==> src/rtl/lsu_pkg.sv <==
// rtl/lsu_pkg.sv - shared funct3 codes, FSM state codes and size decode for the LSU
package lsu_pkg;

  localparam logic [2:0] F3_B  = 3'd0;
  localparam logic [2:0] F3_H  = 3'd1;
  localparam logic [2:0] F3_W  = 3'd2;
  localparam logic [2:0] F3_BU = 3'd4;
  localparam logic [2:0] F3_HU = 3'd5;

  typedef logic [2:0] lsu_state_t;

  localparam lsu_state_t S_IDLE   = 3'd0;
  localparam lsu_state_t S_RD_LO  = 3'd1;
  localparam lsu_state_t S_RD_HI  = 3'd2;
  localparam lsu_state_t S_RD_CAP = 3'd3;
  localparam lsu_state_t S_ST     = 3'd4;
  localparam lsu_state_t S_RESP   = 3'd5;

  // Access size in bytes; the unsigned variants share the low two bits.
  function automatic logic [2:0] lsu_size(input logic [2:0] func3);
    case (func3[1:0])
      2'b00:   lsu_size = 3'd1;
      2'b01:   lsu_size = 3'd2;
      default: lsu_size = 3'd4;
    endcase
  endfunction

  function automatic logic lsu_func3_illegal(input logic write, input logic [2:0] func3);
    if (write)
      lsu_func3_illegal = (func3 > F3_W);
    else
      lsu_func3_illegal = (func3 == 3'd3) || (func3 == 3'd6) || (func3 == 3'd7);
  endfunction

endpackage

==> src/rtl/lsu_mem_port_load_align.sv <==
// rtl/lsu_mem_port_load_align.sv - extract and extend load data from a two-word window
// window : {hi_word, lo_word} as read from memory
// offset : byte offset of the load inside lo_word
// func3  : RV32I load funct3
// result : sign/zero extended load value
module lsu_load_align
  import lsu_pkg::*;
(
  input  logic [63:0] window,
  input  logic [1:0]  offset,
  input  logic [2:0]  func3,
  output logic [31:0] result
);

  logic [31:0] shifted;

  assign shifted = window[{offset, 3'b000} +: 32];

  always_comb begin
    case (func3)
      F3_B:    result = {{24{shifted[7]}}, shifted[7:0]};
      F3_H:    result = {{16{shifted[15]}}, shifted[15:0]};
      F3_BU:   result = {24'b0, shifted[7:0]};
      F3_HU:   result = {16'b0, shifted[15:0]};
      default: result = shifted;
    endcase
  end

endmodule

==> src/rtl/lsu_mem_port.sv <==
// rtl/lsu_mem_port.sv - load/store unit driving a word-read, word/byte-write data memory
// clock, reset         : rising-edge clock, asynchronous active-high reset
// req_*                : one load/store request per valid/ready handshake
// resp_*               : extended load data or fault, held until resp_ready
// mem_*                : registered memory port; mem_data_out arrives one cycle after the address
module lsu_mem_port
  import lsu_pkg::*;
#(
  parameter int MEM_SIZE = 1024
) (
  input  logic        clock,
  input  logic        reset,
  input  logic        req_valid,
  output logic        req_ready,
  input  logic        req_write,
  input  logic [2:0]  req_func3,
  input  logic [31:0] req_addr,
  input  logic [31:0] req_wdata,
  output logic        resp_valid,
  input  logic        resp_ready,
  output logic [31:0] resp_rdata,
  output logic        resp_fault,
  output logic [31:0] mem_address,
  output logic [2:0]  mem_func3,
  output logic        mem_write_en,
  output logic [31:0] mem_data_in,
  input  logic [31:0] mem_data_out
);

  localparam logic [32:0] MEM_LIMIT = 33'(MEM_SIZE);

  lsu_state_t  state;
  logic [31:0] addr_q;
  logic [31:0] wdata_q;
  logic [2:0]  func3_q;
  logic [2:0]  size_q;
  logic        cross_q;
  logic        word_st_q;
  logic [1:0]  byte_idx_q;
  logic [31:0] lo_q;

  logic [2:0]  size_in;
  logic [32:0] last_byte;
  logic        fault_in;
  logic        cross_in;
  logic        aligned_sw_in;
  logic        accept;
  logic        st_done;
  logic [1:0]  byte_idx_next;
  logic [7:0]  next_byte;
  logic [63:0] window;
  logic [31:0] load_result;

  assign req_ready  = (state == S_IDLE);
  assign resp_valid = (state == S_RESP);
  assign accept     = req_valid && req_ready;

  assign size_in       = lsu_size(req_func3);
  // 33-bit sum so an access near 2^32 cannot wrap back into range.
  assign last_byte     = {1'b0, req_addr} + {30'b0, size_in} - 33'd1;
  assign fault_in      = lsu_func3_illegal(req_write, req_func3) || (last_byte >= MEM_LIMIT);
  assign cross_in      = ({1'b0, req_addr[1:0]} + size_in) > 3'd4;
  assign aligned_sw_in = (req_func3 == F3_W) && (req_addr[1:0] == 2'b00);

  assign st_done       = word_st_q || ({1'b0, byte_idx_q} == (size_q - 3'd1));
  assign byte_idx_next = byte_idx_q + 2'd1;
  assign next_byte     = wdata_q[{byte_idx_next, 3'b000} +: 8];

  // Non-crossing loads only need the single word now on mem_data_out.
  assign window = cross_q ? {mem_data_out, lo_q} : {32'b0, mem_data_out};

  lsu_load_align u_align (
    .window (window),
    .offset (addr_q[1:0]),
    .func3  (func3_q),
    .result (load_result)
  );

  always_ff @(posedge clock or posedge reset) begin
    if (reset) begin
      state        <= S_IDLE;
      addr_q       <= 32'b0;
      wdata_q      <= 32'b0;
      func3_q      <= 3'b0;
      size_q       <= 3'd1;
      cross_q      <= 1'b0;
      word_st_q    <= 1'b0;
      byte_idx_q   <= 2'b0;
      lo_q         <= 32'b0;
      resp_rdata   <= 32'b0;
      resp_fault   <= 1'b0;
      mem_address  <= 32'b0;
      mem_func3    <= F3_W;
      mem_write_en <= 1'b0;
      mem_data_in  <= 32'b0;
    end else begin
      case (state)
        S_IDLE: begin
          if (accept) begin
            addr_q     <= req_addr;
            wdata_q    <= req_wdata;
            func3_q    <= req_func3;
            size_q     <= size_in;
            cross_q    <= cross_in;
            word_st_q  <= aligned_sw_in;
            byte_idx_q <= 2'b0;
            resp_rdata <= 32'b0;
            if (fault_in) begin
              resp_fault <= 1'b1;
              state      <= S_RESP;
            end else if (req_write) begin
              resp_fault   <= 1'b0;
              mem_address  <= req_addr;
              mem_write_en <= 1'b1;
              if (aligned_sw_in) begin
                mem_func3   <= F3_W;
                mem_data_in <= req_wdata;
              end else begin
                mem_func3   <= F3_B;
                mem_data_in <= {24'b0, req_wdata[7:0]};
              end
              state <= S_ST;
            end else begin
              resp_fault  <= 1'b0;
              mem_address <= {req_addr[31:2], 2'b00};
              mem_func3   <= F3_W;
              state       <= S_RD_LO;
            end
          end
        end
        S_RD_LO: begin
          if (cross_q) begin
            mem_address <= mem_address + 32'd4;
            state       <= S_RD_HI;
          end else begin
            state <= S_RD_CAP;
          end
        end
        S_RD_HI: begin
          lo_q  <= mem_data_out;
          state <= S_RD_CAP;
        end
        S_RD_CAP: begin
          resp_rdata <= load_result;
          state      <= S_RESP;
        end
        S_ST: begin
          if (st_done) begin
            mem_write_en <= 1'b0;
            mem_func3    <= F3_W;
            state        <= S_RESP;
          end else begin
            byte_idx_q  <= byte_idx_next;
            mem_address <= addr_q + {30'b0, byte_idx_next};
            mem_data_in <= {24'b0, next_byte};
          end
        end
        S_RESP: begin
          if (resp_ready)
            state <= S_IDLE;
        end
        default: begin
          mem_write_en <= 1'b0;
          state        <= S_IDLE;
        end
      endcase
    end
  end

endmodule

==> config.mk <==
export PLATFORM = sky130hd
export DESIGN_NAME = lsu_mem_port
export DESIGN_NICKNAME = d
export VERILOG_FILES = /design/src/rtl/lsu_pkg.sv /design/src/rtl/lsu_mem_port_load_align.sv /design/src/rtl/lsu_mem_port.sv
export SDC_FILE = /design/constraint.sdc
export NUM_CORES = 1
export LEC_CHECK = 0
export CAP_MARGIN = 30
export CELL_PAD_IN_SITES_DETAIL_PLACEMENT = 0
export CELL_PAD_IN_SITES_GLOBAL_PLACEMENT = 1
export CORE_MARGIN = 5
export CORE_UTILIZATION = 30
export CTS_BUF_LIST = sky130_fd_sc_hd__clkbuf_8
export DETAILED_ROUTE_END_ITERATION = 10
export PLACE_DENSITY_LB_ADDON = 0.05
export SLEW_MARGIN = 20
export SYNTH_ARGS = -nofsm -noshare
export SYNTH_HDL_FRONTEND = slang
export SYNTH_SLANG_ARGS = --single-unit
==> constraint.sdc <==
create_clock -name clock -period 8.67 [get_ports clock]
set_input_delay 1.734 -clock clock [delete_from_list [all_inputs] [get_ports clock]]
set_output_delay 1.734 -clock clock [all_outputs]
set_load 0.05 [all_outputs]
## Word level (Yosys, flattened, before mapping)

Cells that the tools add are included.

- Bits in registers: 210
- Input port bits: 104
- Output and inout bits: 103

- $add $sub $neg: 7
- Order comparisons: 3
- Equal/unequal tests: 21
- Shift operators: 2
- Multiplexer cells: 40
- Bitwise gates (word level): 1
- Reduce and logical (&&, ||, !) cells: 22

Operators with widths:

| kind | count |
|---|---|
| 2-to-1 mux 32 bit | 10 |
| case mux 32 bit (2 select lines) | 2 |
| case mux 32 bit (4 select lines) | 1 |
| case mux 32 bit (3 select lines) | 1 |
| 2-to-1 mux 64 bit | 1 |
| variable part select 64 x 6 -> 32 bit | 1 |
| adder 32 x 3 -> 33 bit | 1 |
| >= comparator 33 x 11 -> 1 bit, second input constant | 1 |
| subtractor 33 x 1 -> 33 bit, second input constant | 1 |
| adder 32 x 2 -> 32 bit | 1 |
| adder 32 x 3 -> 32 bit, second input constant | 1 |
| variable part select 32 x 6 -> 8 bit | 1 |
| 2-to-1 mux 3 bit | 9 |
| equality test 3 bit, second input constant | 6 |
| case mux 3 bit (6 select lines) | 1 |
| AND reduction 5 bit | 3 |
| equality test 3 x 2 -> 1 bit, second input constant | 4 |
| case mux 3 bit (2 select lines) | 2 |
| 2-to-1 mux 2 bit | 4 |
| != test 2 bit, second input constant | 4 |
| 2-to-1 mux 1 bit | 7 |
| equality test 3 x 1 -> 1 bit, second input constant | 2 |
| zero test 3 bit | 2 |
| != test 2 x 1 -> 1 bit, second input constant | 3 |
| 19 further kinds | 27 |

## Depth between registers and ports, before layout

Gate-level depths: netlist of run 1.

- Word-level depth: 9
- Mapped depth: 18
- Gate-level depth less buffers: 17

## By module

A second synthesis of run 1 with hierarchy kept.

- Cell total of the unflattened synthesis: 1485
- Area total of the unflattened synthesis: 13870.8 um^2

Modules (own cells, without submodules):

| module | instances | cells each | area each (um^2) | sequential area each (um^2) |
|---|---|---|---|---|
| lsu_mem_port | 1 | 1384 | 12766.0 | 5207.5 |
| lsu_load_align | 1 | 101 | 1104.8 | 0.0 |

## Worst setup path after synthesis of run 1

Ideal clock, no wire load.

- Path type: input to register
- From: input req_func3[0]
- To: register mem_data_in[0]
- Setup time: 0.127 ns
- Data arrival time: 5.289 ns
- Data required time: 8.543 ns
- Setup slack: 3.253 ns
- Stages on the path: 17
- Cells stage by stage: or2_2 ha_1 inv_1 ha_1 inv_1 fa_1 nand2b_1 a21oi_1 o21ai_1 o21bai_1 xor2_1 or4_1 nor4_2 nand3_2 o31ai_4 buf_6 mux2_1

- Cells in the longest elaborated chain, start to end: 8
- Elaborated cells on any way between the ends: 16
- Those cells by class: add/sub: 2; order compare: 2; eq/ne: 5; mux: 2; reduce/logical: 5

Ends and longest elaborated chain:

| element | RTL line | text |
|---|---|---|
| start, declared | lsu_mem_port.sv:16 | `input logic [2:0] req_func3,` |
| equality test 2 x 1 -> 1 bit or zero test 2 bit (tied branches) | lsu_pkg.sv:21 | `case (func3[1:0])` |
| case mux 3 bit (2 select lines) | lsu_pkg.sv:21 |  |
| adder 32 x 3 -> 33 bit | lsu_mem_port.sv:60 | `assign last_byte = {1'b0, req_addr} + {30'b0, size_in} - 33'd1;` |
| subtractor 33 x 1 -> 33 bit | lsu_mem_port.sv:60 |  |
| >= comparator 33 x 11 -> 1 bit | lsu_mem_port.sv:61 | `assign fault_in = lsu_func3_illegal(req_write, req_func3) \|\| (last_byte >= MEM_LIMIT);` |
| logical OR 1 bit * | lsu_mem_port.sv:61 |  |
| != test 2 bit (no line) * | - |  |
| AND reduction 5 bit (no line) * | - |  |
| end signal, assigned | lsu_mem_port.sv:117 | `mem_data_in <= req_wdata;` |
| end signal, assigned | lsu_mem_port.sv:120 | `mem_data_in <= {24'b0, req_wdata[7:0]};` |
| end signal, assigned | lsu_mem_port.sv:155 | `mem_data_in <= {24'b0, next_byte};` |
| end, declared | lsu_mem_port.sv:26 | `output logic [31:0] mem_data_in,` |

Mark *: on every way between the ends. The rest lies on a longest branch, timed or not.
A chain may end at the register's enable or synchronous reset.

## Worst setup path after layout of run 1

- From: input req_func3[1]
- To: register mem_data_in[7]

The elaborated chain is that of the path after synthesis.

==> results of run 1 <==
sequential cells by signal, summed over array words and instances (netlist names), 32 cells and up:
| name | count |
|---|---|
| addr_q | 32 |
| lo_q | 32 |
| mem_address | 32 |
| mem_data_in | 32 |
| resp_rdata | 32 |
| wdata_q | 32 |
layer usage:
layer,routed length [microns],share of wire (%)
met1,21000,45
met2,23100,49
met3,1980,4.2
met4,963,2.0
met5,0,0
metrics by stage:
stage | total power (W) | utilization (%) | setup slack, ps | cells | hold WS, ps
4_1_cts | 0.00234 | 38.1 | 2650 | 2337 | 477
3_5_place_dp | 0.00127 | 36.2 | 2000 | 2262 | 462
3_3_place_gp | 0.00127 | 36.0 | 1980 | 2257 | 456
2_1_floorplan | 0.00115 | - | 1260 | 1538 | 440
6_report | 0.00229 | 38.2 | 2610 | 2338 | 473
5_1_grt | 0.00240 | 38.2 | 2310 | 2338 | 493
cell usage in the layout (no fill, tap or decap), types with 9 or more instances in the layout:
cell,Yosys,layout
a211oi_1,13,13
a21oi_1,69,69
a22oi_1,13,13
a31oi_1,12,12
and3_1,17,17
buf_4,3,15
clkbuf_8,0,54
clkdlybuf4s50_1,0,204
dfrtp_1,206,204
ha_1,39,39
inv_1,85,100
mux2_2,51,51
mux2i_1,66,66
mux4_2,15,15
nand2_1,334,333
nand3_1,42,42
nand4_1,16,16
nor2_1,66,64
nor3_1,16,14
o211ai_1,9,9
o21ai_0,147,147
o31ai_1,21,21
xnor2_1,32,32
xor2_1,25,25
path summary, 6_finish.rpt:
kind / end / cells after the start / from
worst max register to register: mem_address[31] / 12 / byte_idx_q[0]
worst min-delay path: wdata_q[21] / 2 / wdata_q[21]
worst max-delay path: mem_data_in[7] / 19 / req_func3[1]
min in group asynchronous: mem_address[29] / 2 / reset
worst min register to register: wdata_q[21] / 2 / wdata_q[21]
max in group asynchronous: size_q[0] / 5 / reset
cell usage after synthesis, drive strengths merged, types with 32 or more instances:
cell type  instances  area, sq um
clkbuf            72          272
nand3             43          220
ha                39          488
a21oi             73          388
xnor2             32          280
inv               85          319
mux2              57          642
nand2            334         1250
o21ai            155          791
nor2              67          254
mux2i             66          661
dfrtp            206         5150
where the power goes:
part	internal (W)	leakage (nW)	total (W)	switching, W
combinational	0.000115	4.43	0.000280	0.000166
sequential	0.000973	2.83	0.000974	0.00000123
clock	0.000559	0.493	0.00103	0.000474
total	0.00165	7.75	0.00229	0.000641
cell families after synthesis:
group                    count (synthesis)  share of synthesized area, %
AO/OA/AOI/OAI                          371                          17.6
XOR/XNOR                                57                          3.74
adder cells (fa/ha/maj)                 42                          4.11
buffers and inverters                  178                          5.44
flip-flops                             208                          39.0
multiplexers                           138                          12.3
other                                    1                        0.0281
AND/OR/NAND/NOR                        542                          17.7
worst register-to-register path: cells and delay by family, from the launching register on:
kind            cells  cell delay, ps
flops               1             860
simple gates        6            1410
fa+ha+maj           1             330
xor+xnor            2             320
compound gates      3             590
area by class of cell:
| class | count | area, sq um | share of cell area [%] |
|---|---|---|---|
| Clock buffer | 54 | 743 | 4.41 |
| Clock inverter | 21 | 103 | 0.609 |
| Inverter | 86 | 330 | 1.96 |
| Multi-Input combinational cell | 1152 | 7450 | 44.2 |
| Sequential cell | 208 | 5210 | 30.9 |
| Tap cell | 592 | 741 | 4.40 |
| Timing Repair Buffer | 225 | 2270 | 13.5 |
==> run metrics, run 1 <==
CP required 9160 ps; kind of end point of the critical path register; WP buf/inv 5; Final Hold Viols 0; Worst Hold Class register to register; global placement routability congestion 0.803; Initial Util 30.2%; r2r setup slk 4980 ps; GR Util All Layers 18.8%; Clock Tree Root clkbuf_8; number of max-cap violations 0; filler cell count 4609; Yosys reg bits 208; register area share after synthesis 39.0%; most used cell, CP inv_1; FP Rows 77; post-route cell area 16800 sq um; CTS tree built; Max transition margin 38.3%; drt first pass iters 5; Worst-Margin Slew 925 ps; hold buffers post-CTS 0; initial antenna violation count 1; Max VDD drop 0.0000805 V; RSZ-0062 raised after global routing false; Tcrit/Tclk final 69.8%; pwr dens 136 nW/um^2; DIE HEIGHT 221 microns; Cell Chain, Critical Path clkdlybuf4s50_1 > inv_1 > nand2_1 > ha_1 > inv_1 > ha_1 > inv_1 > fa_1 > nand2b_1 > a21oi_1 > o21ai_1 > o21bai_1 > xor2_1 > or4_1 > nor4_2 > nand3_2 > o31ai_4 > buf_4 > mux2_2; grt met2 use 32.0%; First DRT Iteration DRCs 731; remaining global-route overflow 0; number of synthesis warnings 0; Final setup viols 0; Port Buf Inserts 204; die area 48800 sq um; Clk pin slew, worst setup/hold paths 60 ps; CP delay by family, top simple AND/OR/NAND/NOR gates; CTS buffer count 43; asr flop ratio synth 100%; CP max stage delay 600 ps; Slew Limit Fails 0; share of cells above drive strength 1 10.7%; Ant. Diodes 0; Die X 221 microns; total negative slack 0 ps; Clock Sinks 208; largest net degree at the start of global routing 86; Main synth FF type dfrtp_1; Max Buffers Root-to-Sink 3; met1 Use GR 24.6%; DP HPWL 33800 microns; Max H-tree Level 2; DR vias 11983; M3 GR Usage 3.70%; vias in the first global route 12487; number of synthesized flops with an enable pin 0; Core Area 44100 sq um; Post CTS Setup Buffer Count 0; # DRC 0; Netlist cell types 82; Area Overhead vs Synth 26.3%; layer with the highest usage met2; drt total wl 47000 microns; CTS resizes 0; Critical Path Source Type input port; status finished clean; first-pass GRT wire length 74100 microns; synthesized cell area 13300 sq um; Area after DPL 16000 sq um; Leak Pwr 7.75 nW; CP Class input port to register; Synth Instances 1537; CP max FO 32; I/O Pins 207; syn_area_per_cell 8.68 sq um; Nets 1862; CP max stage cell clkdlybuf4s50_1; Max Freq 165 MHz; Tmin final 6060 ps; CP Data Arrival Time 6550 ps; Routed Antenna Nets 0; DR vias/cell 5.13; clock skew 26.0 ps; wire per inst 20.1 microns; Skew-Pair Late Insertion Delay 610 ps
Note: power is estimated with default switching activity, not from simulation.
==> run 2, diff against run 1 <==
clock period = 5.4 ns   (was 8.67 ns; I/O delays follow)
==> run 2 against run 1 <==
- register-to-register slack worse by 3300 ps
- via count is 0.38% higher
- clock power is 59% higher
- final area is 1.7% higher
- worst hold slack worse by 2.8 ps
- die area stayed put
- utilization is 0.66 points higher
- non-clock buffer count is 35 higher
- setup slack worse by 2100 ps
- sequential power is 60% higher
- combinational power is 66% higher
- final cell count is 1.5% higher
- highest routed layer unchanged
==> run metrics, run 2 (synthesis gave the netlist of run 1 again) <==
status finished clean; fin util 38.8%; leading cell types in the layout, fill and taps excluded nand2_1, dfrtp_1, clkdlybuf4s50_1; CTS buffer count 42; Max transition margin 35.5%; M3 GR Usage 4.03%; Max H-tree Level 2; pwr dens 214 nW/um^2; Die X 221 microns; vias in the first global route 12416; drt first pass iters 5; wire per inst 19.8 microns; layer with the highest usage met2; Area after DPL 16300 sq um; first-pass GRT wire length 73600 microns; Final Hold Viols 0; Post CTS Setup Buffer Count 0; largest net degree at the start of global routing 162; Max Buffers Root-to-Sink 3; Cells after DPL 2297; FP Rows 77; Port Buf Inserts 204; DP HPWL 33700 microns; number of max-cap violations 0; Tmin final 4860 ps; Worst Hold Class register to register; most common cell after layout, fill and taps aside nand2_1; kind of end point of the critical path register; drt total wl 47100 microns; Area Overhead vs Synth 28.5%; Core Area 44100 sq um; post-route cell area 17100 sq um; RSZ-0062 raised after global routing false; DIE HEIGHT 221 microns; Clk pin slew, worst setup/hold paths 60 ps; grt met2 use 31.8%; hold buffers post-CTS 0; Slew Limit Fails 0; CTS resizes 0; Max Freq 206 MHz; die area 48800 sq um; Max VDD drop 0.000141 V; Initial Util 30.2%; Ant. Diodes 0; Clock Tree Root clkbuf_8; Critical Path Source Type input port; Power, Total 0.00367 W; total negative slack 0 ps; met1 Use GR 24.3%; GR Util All Layers 18.7%; CTS tree built; Worst-Margin Slew 967 ps; clock skew 51.0 ps; Leak Pwr 7.94 nW; remaining global-route overflow 0; CP Class input port to register; CP Data Arrival Time 5340 ps; I/O Pins 207; CP required 5880 ps; DR vias 12029; share of cells above drive strength 1 12.3%; # DRC 0; CP max FO 4; Final setup viols 0; First DRT Iteration DRCs 735; initial antenna violation count 0; DR vias/cell 5.07; global placement routability congestion 0.813; Final Instance Count excl. Fillers 2374; Clock Sinks 208; Tcrit/Tclk final 90.0%; Nets 1896; Routed Antenna Nets 0; Skew-Pair Late Insertion Delay 620 ps
==> run 2: cell types whose count changed in the layout (fill, tap and decap cells not counted), sizes merged <==
cell,change
buf,+35
clkbuf,-1
clkinv,+2
==> run 2: path summary, 6_finish.rpt <==
check	from	end	slack (ps)	cells after the start
setup / recovery	req_func3[0]	mem_address[0]	540	18
hold / removal	wdata_q[8]	wdata_q[8]	470	2
setup reg to reg	byte_idx_q[0]	mem_address[29]	1690	12
hold reg to reg	wdata_q[8]	wdata_q[8]	470	2
max in group asynchronous	reset	cross_q	3520	3
min in group asynchronous	reset	resp_rdata[22]	1050	3
==> run 2: power breakdown <==
part	leakage, nW	switching, W	internal (W)
sequential	2.83	0.00000181	0.00156
combinational	4.61	0.000268	0.000198
clock	0.502	0.000755	0.000886
total	7.94	0.00102	0.00265
==> run 2: worst max-delay path, cell delays in order <==
cell	delay, ps
clkdlybuf4s50_1	440
or2_2	330
ha_1	180
inv_1	50
ha_1	150
inv_1	50
fa_1	350
nand2b_1	150
a21oi_1	190
o21ai_1	170
o21bai_1	190
xor2_1	90
or4_1	550
nor4_2	240
nand3_2	230
buf_4	200
o31ai_1	310
mux2_2	380
==> run 2: metal layers <==
| metal | routed length, microns | part of all wire, % | up-vias |
|---|---|---|---|
| met5 | 0 | 0 | - |
| met2 | 22900 | 49 | 241 |
| met3 | 1940 | 4.1 | 76 |
| met4 | 1220 | 2.6 | 0 |
| li1 | - | - | 5814 |
| met1 | 21000 | 45 | 5898 |
==> run 2: through the flow <==
step | worst slack [ps] | hold slack (ps)
after floorplan | 637 | 440
after global placement | 46.9 | 453
after detailed placement | -65.8 | 457
after CTS | 573 | 471
after global routing | 298 | 498
final | 541 | 470
==> run 2: layout make-up <==
type                            count  area [sq um]
Multi-Input combinational cell   1152          7440
Sequential cell                   208          5210
Fill cell                        4617         27000
Clock inverter                     23           115
Inverter                           86           327
Tap cell                          592           741
Clock buffer                       53           729
Timing Repair Buffer              260          2570
==> run 3, diff against run 2 <==
clock period = 4.8 ns   (was 5.4 ns; I/O delays follow)
==> run 3 against run 2 <==
- sequential share of layout area is 0.89 points lower
- via count is 2.2% higher
- clock skew down 22 ps
- sequential power up 13%
- first-iteration DRC count decreased by 4.6%
- utilization rose by 1.2 points
- final area increased by 3.0%
- largest power group unchanged
==> run metrics, run 3 (synthesis gave the netlist of run 1 again) <==
status finished clean; CP max FO 5; global placement routability congestion 0.812; drt total wl 48500 microns; Tmin final 4610 ps; remaining global-route overflow 0; wire per inst 20.0 microns; Routed Antenna Nets 0; CP required 5280 ps; kind of end point of the critical path register; Power, Total 0.00415 W; drt first pass iters 5; vias in the first global route 12937; clock skew 28.5 ps; Leak Pwr 8.24 nW; largest net degree at the start of global routing 87; I/O Pins 207; pwr dens 235 nW/um^2; Initial Util 30.2%; die area 48800 sq um; CP Class input port to register; initial antenna violation count 0; CP Data Arrival Time 5090 ps; DIE HEIGHT 221 microns; number of max-cap violations 0; Final Hold Viols 0; FP Rows 77; Worst Hold Class register to register; Max Freq 217 MHz; Worst Setup Slack, final 189 ps; Clock Tree Root clkbuf_8; Area Overhead vs Synth 32.3%; Max transition margin 38.0%; Port Buf Inserts 204; most used cell, CP inv_1; Critical Path Source Type input port; First DRT Iteration DRCs 701; Ant. Diodes 0; post-route cell area 17600 sq um; most common cell after layout, fill and taps aside nand2_1; Core Area 44100 sq um; Skew-Pair Late Insertion Delay 610 ps; Die X 221 microns; leading cell types in the layout, fill and taps excluded nand2_1, dfrtp_1, clkdlybuf4s50_1; Max VDD drop 0.000172 V; CP max stage delay 540 ps; DR vias 12292; fin util 40.0%; DR vias/cell 5.06; Max Buffers Root-to-Sink 3; first-pass GRT wire length 75700 microns; CTS tree built; share of cells above drive strength 1 15.3%; Tcrit/Tclk final 96.1%; # DRC 0; Cell Chain, Critical Path clkdlybuf4s50_1 > inv_1 > ha_1 > inv_1 > ha_1 > inv_1 > fa_1 > nand2b_1 > a21oi_2 > o21ai_2 > o21bai_1 > xor2_1 > or4_4 > nor4_4 > nand3_4 > o31ai_4 > buf_4 > clkbuf_16 > mux2_1; Slew Limit Fails 0; Clock Sinks 208; Final setup viols 0; GR Util All Layers 19.4%; Nets 1958; pre-CTS setup slack -658 ps; Worst-Margin Slew 927 ps; RSZ-0062 raised after global routing false; CP max stage cell or4_4; Clk pin slew, worst setup/hold paths 60 ps; worst hold path stage count 2; DP HPWL 35100 microns; Area after DPL 16800 sq um; CTS buffer count 42; Max H-tree Level 2; R2R depth 12; filler cell count 4673
## run 3: final timing paths
| kind | start | to | slack, ps |
|---|---|---|---|
| worst max-delay path | req_addr[1] | mem_data_in[2] | 190 |
| worst min-delay path | wdata_q[26] | wdata_q[26] | 470 |
| worst max register to register | byte_idx_q[0] | mem_address[31] | 1120 |
| worst min register to register | wdata_q[26] | wdata_q[26] | 470 |
| max in group asynchronous | reset | mem_address[7] | 3150 |
| min in group asynchronous | reset | resp_rdata[31] | 770 |
## run 3: stage by stage
stage	instances	hold WS, ps	setup TNS (ps)
after floorplan	1538	440	0
after global placement	2352	453	-29360
after detailed placement	2355	461	-35860
after CTS	2427	476	0
after global routing	2430	502	0
final	2430	474	0
## run 3: area by class of cell
class | count | area, sq um | share of cell area [%]
timing repair buffer | 322 | 3090 | 17.5
tap | 592 | 741 | 4.20
multi-input combinational | 1152 | 7480 | 42.4
sequential | 208 | 5210 | 29.5
inverter | 86 | 327 | 1.85
clock buffer | 51 | 702 | 3.98
clock inverter | 19 | 100 | 0.567
## run 3: worst max-delay path, delay by kind of cell
family	cells	cell delay [ps]
and+or+nand+nor	4	1170
xor gates and xnor gates	1	90
buffers and inverters	6	1020
adders and majority gates	3	830
muxes	1	310
AOI/OAI and AO/OA	4	710
## run 3: layer usage
layer | global-route usage, % | wire, microns
met4 | 4.98 | 1020
met1 | 24.8 | 21500
met2 | 33.3 | 23800
met5 | 0 | 0
met3 | 4.29 | 2170
## run 3: what timing repair did
| action | 4_1_cts | 5_1_grt |
|---|---|---|
| gates resized for setup | 0 | 8 |
| setup buffers | 2 | 2 |
| pin swaps | 1 | 5 |
| endpoints found under the setup margin | 8 | 68 |
| gates cloned | 0 | 1 |
| hold buffers | 0 | 0 |
## run 3: where the power goes
group | internal [W] | leakage, nW | switching (W)
registers | 0.00176 | 2.83 | 0.00000232
logic | 0.000274 | 4.94 | 0.000321
clock network | 0.000957 | 0.466 | 0.000839
total | 0.00299 | 8.24 | 0.00116
